**src/rtl/prog_loader.sv**
```systemverilog
// Program loader: receives a framed byte-stream image, assembles opcodes and
// writes them into program memory while holding the core in reset.
module prog_loader #(
   parameter int ADDR_W    = 11,
   parameter int DATA_W    = 14,
   parameter int MAX_WORDS = 2048,
   parameter int BASE_ADDR = 0
) (
   input  logic              clk,
   input  logic              reset,
   input  logic              start,
   input  logic [7:0]        rx_data,
   input  logic              rx_valid,
   output logic              rx_ready,
   output logic              pm_we,
   output logic [ADDR_W-1:0] pm_addr,
   output logic [DATA_W-1:0] pm_wdata,
   output logic              core_hold,
   output logic              done,
   output logic              error,
   output logic [11:0]       words_loaded
);

   typedef enum logic [2:0] {
      S_IDLE, S_LEN_HI, S_LEN_LO, S_W_HI, S_W_LO, S_CSUM, S_ERR
   } state_t;

   state_t      state, state_next;
   logic [3:0]  len_nib;
   logic [5:0]  hi6;
   logic [11:0] words_left;
   logic [7:0]  acc;
   logic [11:0] n_req;
   logic        len_bad;
   logic        load_go, lenhi_go, len_go, hi_go, lo_go, fail, finish;

   assign n_req   = {len_nib, rx_data};
   assign len_bad = (n_req == 12'd0) || ({1'b0, n_req} > 13'(MAX_WORDS));

   always_ff @(posedge clk or negedge reset) begin
      if (!reset) state <= S_IDLE;
      else        state <= state_next;
   end

   always_comb begin
      state_next = state;
      rx_ready   = 1'b0;
      load_go    = 1'b0;
      lenhi_go   = 1'b0;
      len_go     = 1'b0;
      hi_go      = 1'b0;
      lo_go      = 1'b0;
      fail       = 1'b0;
      finish     = 1'b0;
      unique case (state)
         S_IDLE, S_ERR: begin
            if (start) begin
               state_next = S_LEN_HI;
               load_go    = 1'b1;
            end
         end
         S_LEN_HI: begin
            rx_ready = 1'b1;
            if (rx_valid) begin
               state_next = S_LEN_LO;
               lenhi_go   = 1'b1;
            end
         end
         S_LEN_LO: begin
            rx_ready = 1'b1;
            if (rx_valid) begin
               if (len_bad) begin
                  state_next = S_ERR;
                  fail       = 1'b1;
               end else begin
                  state_next = S_W_HI;
                  len_go     = 1'b1;
               end
            end
         end
         S_W_HI: begin
            rx_ready = 1'b1;
            if (rx_valid) begin
               if (rx_data[7:6] != 2'b00) begin
                  state_next = S_ERR;
                  fail       = 1'b1;
               end else begin
                  state_next = S_W_LO;
                  hi_go      = 1'b1;
               end
            end
         end
         S_W_LO: begin
            rx_ready = 1'b1;
            if (rx_valid) begin
               lo_go      = 1'b1;
               state_next = (words_left == 12'd1) ? S_CSUM : S_W_HI;
            end
         end
         S_CSUM: begin
            rx_ready = 1'b1;
            if (rx_valid) begin
               if (acc == rx_data) begin
                  state_next = S_IDLE;
                  finish     = 1'b1;
               end else begin
                  state_next = S_ERR;
                  fail       = 1'b1;
               end
            end
         end
         default: state_next = S_IDLE;
      endcase
   end

   // The write of a word lands one cycle after its LO byte, so the address
   // and count advance while the next word's HI byte may already be arriving.
   always_ff @(posedge clk or negedge reset) begin
      if (!reset) begin
         pm_we        <= 1'b0;
         pm_addr      <= ADDR_W'(BASE_ADDR);
         pm_wdata     <= '0;
         core_hold    <= 1'b0;
         done         <= 1'b0;
         error        <= 1'b0;
         words_loaded <= '0;
         acc          <= '0;
         len_nib      <= '0;
         hi6          <= '0;
         words_left   <= '0;
      end else begin
         done  <= finish;
         pm_we <= lo_go;
         if (pm_we) begin
            pm_addr      <= pm_addr + 1'b1;
            words_loaded <= words_loaded + 1'b1;
         end
         if (lenhi_go) len_nib <= rx_data[3:0];
         if (len_go)   words_left <= n_req;
         if (hi_go) begin
            hi6 <= rx_data[5:0];
            acc <= acc + rx_data;
         end
         if (lo_go) begin
            pm_wdata   <= DATA_W'({hi6, rx_data});
            acc        <= acc + rx_data;
            words_left <= words_left - 1'b1;
         end
         if (fail)   error     <= 1'b1;
         if (finish) core_hold <= 1'b0;
         if (load_go) begin
            core_hold    <= 1'b1;
            error        <= 1'b0;
            words_loaded <= '0;
            pm_addr      <= ADDR_W'(BASE_ADDR);
            acc          <= '0;
         end
      end
   end

endmodule

```
**config.mk**
```make
export PLATFORM = sky130hd
export DESIGN_NAME = prog_loader
export DESIGN_NICKNAME = d
export VERILOG_FILES = /design/src/rtl/prog_loader.sv
export SDC_FILE = /design/constraint.sdc
export NUM_CORES = 1
export LEC_CHECK = 0
export CAP_MARGIN = 10
export CORE_MARGIN = 2
export CORE_UTILIZATION = 25
export DETAILED_ROUTE_END_ITERATION = 10
export GPL_TIMING_DRIVEN = 0
export PLACE_DENSITY = 0.54
export REMOVE_ABC_BUFFERS = 1
export SLEW_MARGIN = 30
export SYNTH_ARGS = -nofsm -noshare
export SYNTH_HDL_FRONTEND = slang
export SYNTH_SLANG_ARGS = --single-unit
```
**constraint.sdc**
```tcl
create_clock -name clk -period 2.45 [get_ports clk]
set_input_delay 0.6125 -clock clk [delete_from_list [all_inputs] [get_ports clk]]
set_output_delay 0.6125 -clock clk [all_outputs]
set_load 0.02 [all_outputs]
```
==> results.cfg <==
[status]
status = completed

[critical_path]
worst-setup-path-type = reg2out
rr_startpoint = state[1]$_DFFE_PN0P_
rr_worst_depth = 5
path_buf_inv = 1
critPathCaptureType = output port
cp_cell_sequence = nor3_1, a21oi_1, clkdlybuf4s50_1
slowest_delay_ns = 0.66
crit_slowest_cell = clkdlybuf4s50_1
r2r-end = words_left[11]$_DFFE_PN0P_
required_ns = 1.84
cp_max_fo = 19
crit_arrival_ns = 1.74
reg2reg_setup_slack_ns = 0.33
start_kind = flop
cp_top_family = buffers and inverters

[clock_tree]
cts_made_buffers = 9
clk_pin_slew_ns = 0.06
h-tree-depth = 3
ctsLongestPathBuffers = 2
cts_root_buf = clkbuf_16
cts.sinks = 74
insertion_delay_ns = 0.34
cts_hold_buf = 0
cts_tree = yes

[sta]
timing.hold.ws_ns = 0.207
worstMarginPinSlew_ns = 0.822
maxSlewHeadroom_pct = 45.0
fin_crit_sh_pct = 95.9
setup_slack_ns = 0.0999
rsz0062_at_grt = no
setup_viol = 0
finClkSkew_ns = 0.00786
max_freq_mhz = 426
finalCriticalPeriod_ns = 2.35
final_hold_viol_count = 0
tns_ns = 0
slew_viol_final = 0

[grt]
overflow = 0
grt_pass1_wl_um = 16700
antenna_found_initial = 0
grt_start_max_net_pins = 47
grt_util_all_layers_pct = 12.4
grt_pass1_vias = 3318

[routing]
initialDrtViolationCount = 182
viasPerCell = 4.83
vias = 3326
finalWirelength_um = 9910
drc = 0
firstDrtPassIters = 4
avgRoutedWirePerCell_um = 14.4
ant_nets = 0

[synthesis]
synth_fa_ha_area_share_pct = 3.98
synthMuxAreaShare_pct = 3.85
synth_compound_area_share_pct = 16.2
ys_seq_area_share_pct = 46.7
synth_warnings = 0
yosys.area.top_type = dfrtp_1
synth_most_common_cell = dfrtp_1
synth_edf_count = 0
syn-cell-area_um2 = 3960
synth_area_leaders = dfrtp_1, nand2_1, nor2_1
synth_commonest_cells = dfrtp_1, nand2_1, nor2_1
synth_top_area_share_pct = 46.7
syn_area_per_cell_um2 = 9.48
synth-xor-area-share_pct = 5.08
ys_types = 60
synth_simple_gate_area_share_pct = 20.6
synth_top_family_by_area = simple AND/OR/NAND/NOR gates
ys_ff_latch = 74
ys.flop_type = dfrtp_1
async_reset_ff_share_pct = 100
syn_inst = 418

[placement]
dp.cells = 671
dp_hpwl_um = 6750
place_ws_ns = -1.02
place_congestion = 0.817
place_area_um2 = 4710
io_buffers = 53

[job]
maxCapViolCount = 0

[finish]
instances_no_fill = 689
drive_gt1_share_pct = 11.8
area_growth_pct = 30.0
fin_util_pct = 32.8
num_antenna_cells = 0
final_area_um2 = 5150
fillers = 1591
nets = 492

[die]
die_area_um2 = 16900
fp.dieW_um = 130
io_pins = 54
die_h_um = 130
core_area_um2 = 15700
row_count = 46
start_util_pct = 25.2

[pwr]
ir_drop_uv = 487
p_leak_nw = 2.21
p_per_area_nw_per_um2 = 1050
power.total_mw = 5.43

[min_path]
hold_path.class = in2async
[routing by layer]
layer / track usage, % / vias to the layer above / routed length [um]
li1: - / 1594 / -
met1: 16.5 / 1632 / 4680
met2: 19.3 / 88 / 4580
met3: 3.65 / 12 / 512
met4: 4.43 / 0 / 135
met5: 0 / - / 0
[worst max path at each step]
stage,from,to,slack (ns),depth (start not counted)
after floorplan,state[1]$_DFFE_PN0P_,pm_addr[0]$_DFFE_PN0P_,0.09,3
after global placement,reset,words_loaded[9]$_DFFE_PN0P_,-1.91,1
after detailed placement,rx_valid,acc[7]$_DFFE_PN0P_,-1.02,8
after CTS,rx_data[2],acc[6]$_DFFE_PN0P_,0.02,7
after global routing,state[1]$_DFFE_PN0P_,rx_ready,0.03,3
final,state[1]$_DFFE_PN0P_,rx_ready,0.1,3
[cell families after synthesis]
group,Yosys count
buffers and inverters,30
flip-flops,74
AO/OA/AOI/OAI,96
multiplexers,14
XOR/XNOR,23
adder cells (fa/ha/maj),12
AND/OR/NAND/NOR,169
[where the power goes]
group / switching [mW] / internal, mW
clock network: 0.507 / 1.05
logic: 1.03 / 0.858
registers: 0.391 / 1.59
total: 1.93 / 3.50
[what timing repair did]
item,in CTS,in global routing
buffers inserted,2,0
pin swaps,1,0
resized for setup,7,12
setup endpoints to repair,17,16
[cell type report]
cell class | count | area [um^2] | area share [%]
Sequential cell | 74 | 1860 | 36.0
Timing Repair Buffer | 58 | 609 | 11.8
Inverter | 11 | 43.8 | 0.850
Clock inverter | 4 | 97.6 | 1.89
Clock buffer | 12 | 256 | 4.98
Multi-Input combinational cell | 314 | 2020 | 39.2
Tap cell | 216 | 270 | 5.25
[worst register-to-register path: cells and delay by family, from the launching register on]
kind | cells | cell delay, ns
AOI/OAI and AO/OA | 2 | 0.34
DFF | 1 | 0.52
and+or+nand+nor | 3 | 1.15
[placed cells by master, fill, tap and decap left out, drive strengths merged, types with 8 or more instances in the layout]
cell / Yosys / final
xnor2: 8 / 8
clkbuf: 3 / 12
ha: 11 / 11
clkdlybuf4s50: 0 / 46
mux2: 10 / 10
nand3: 19 / 19
nand2: 61 / 61
a21oi: 24 / 24
nor2: 38 / 38
nor3: 11 / 11
inv: 11 / 11
dfrtp: 74 / 74
xor2: 15 / 15
o21ai: 28 / 28
[registers in the layout (all words and copies together) (netlist names), 3 cells and up]
| register | cells |
|---|---|
| acc | 8 |
| hi6 | 6 |
| len_nib | 4 |
| pm_addr | 11 |
| pm_wdata | 14 |
| state | 3 |
| words_left | 12 |
| words_loaded | 12 |
(Power assumes the default switching activity.)
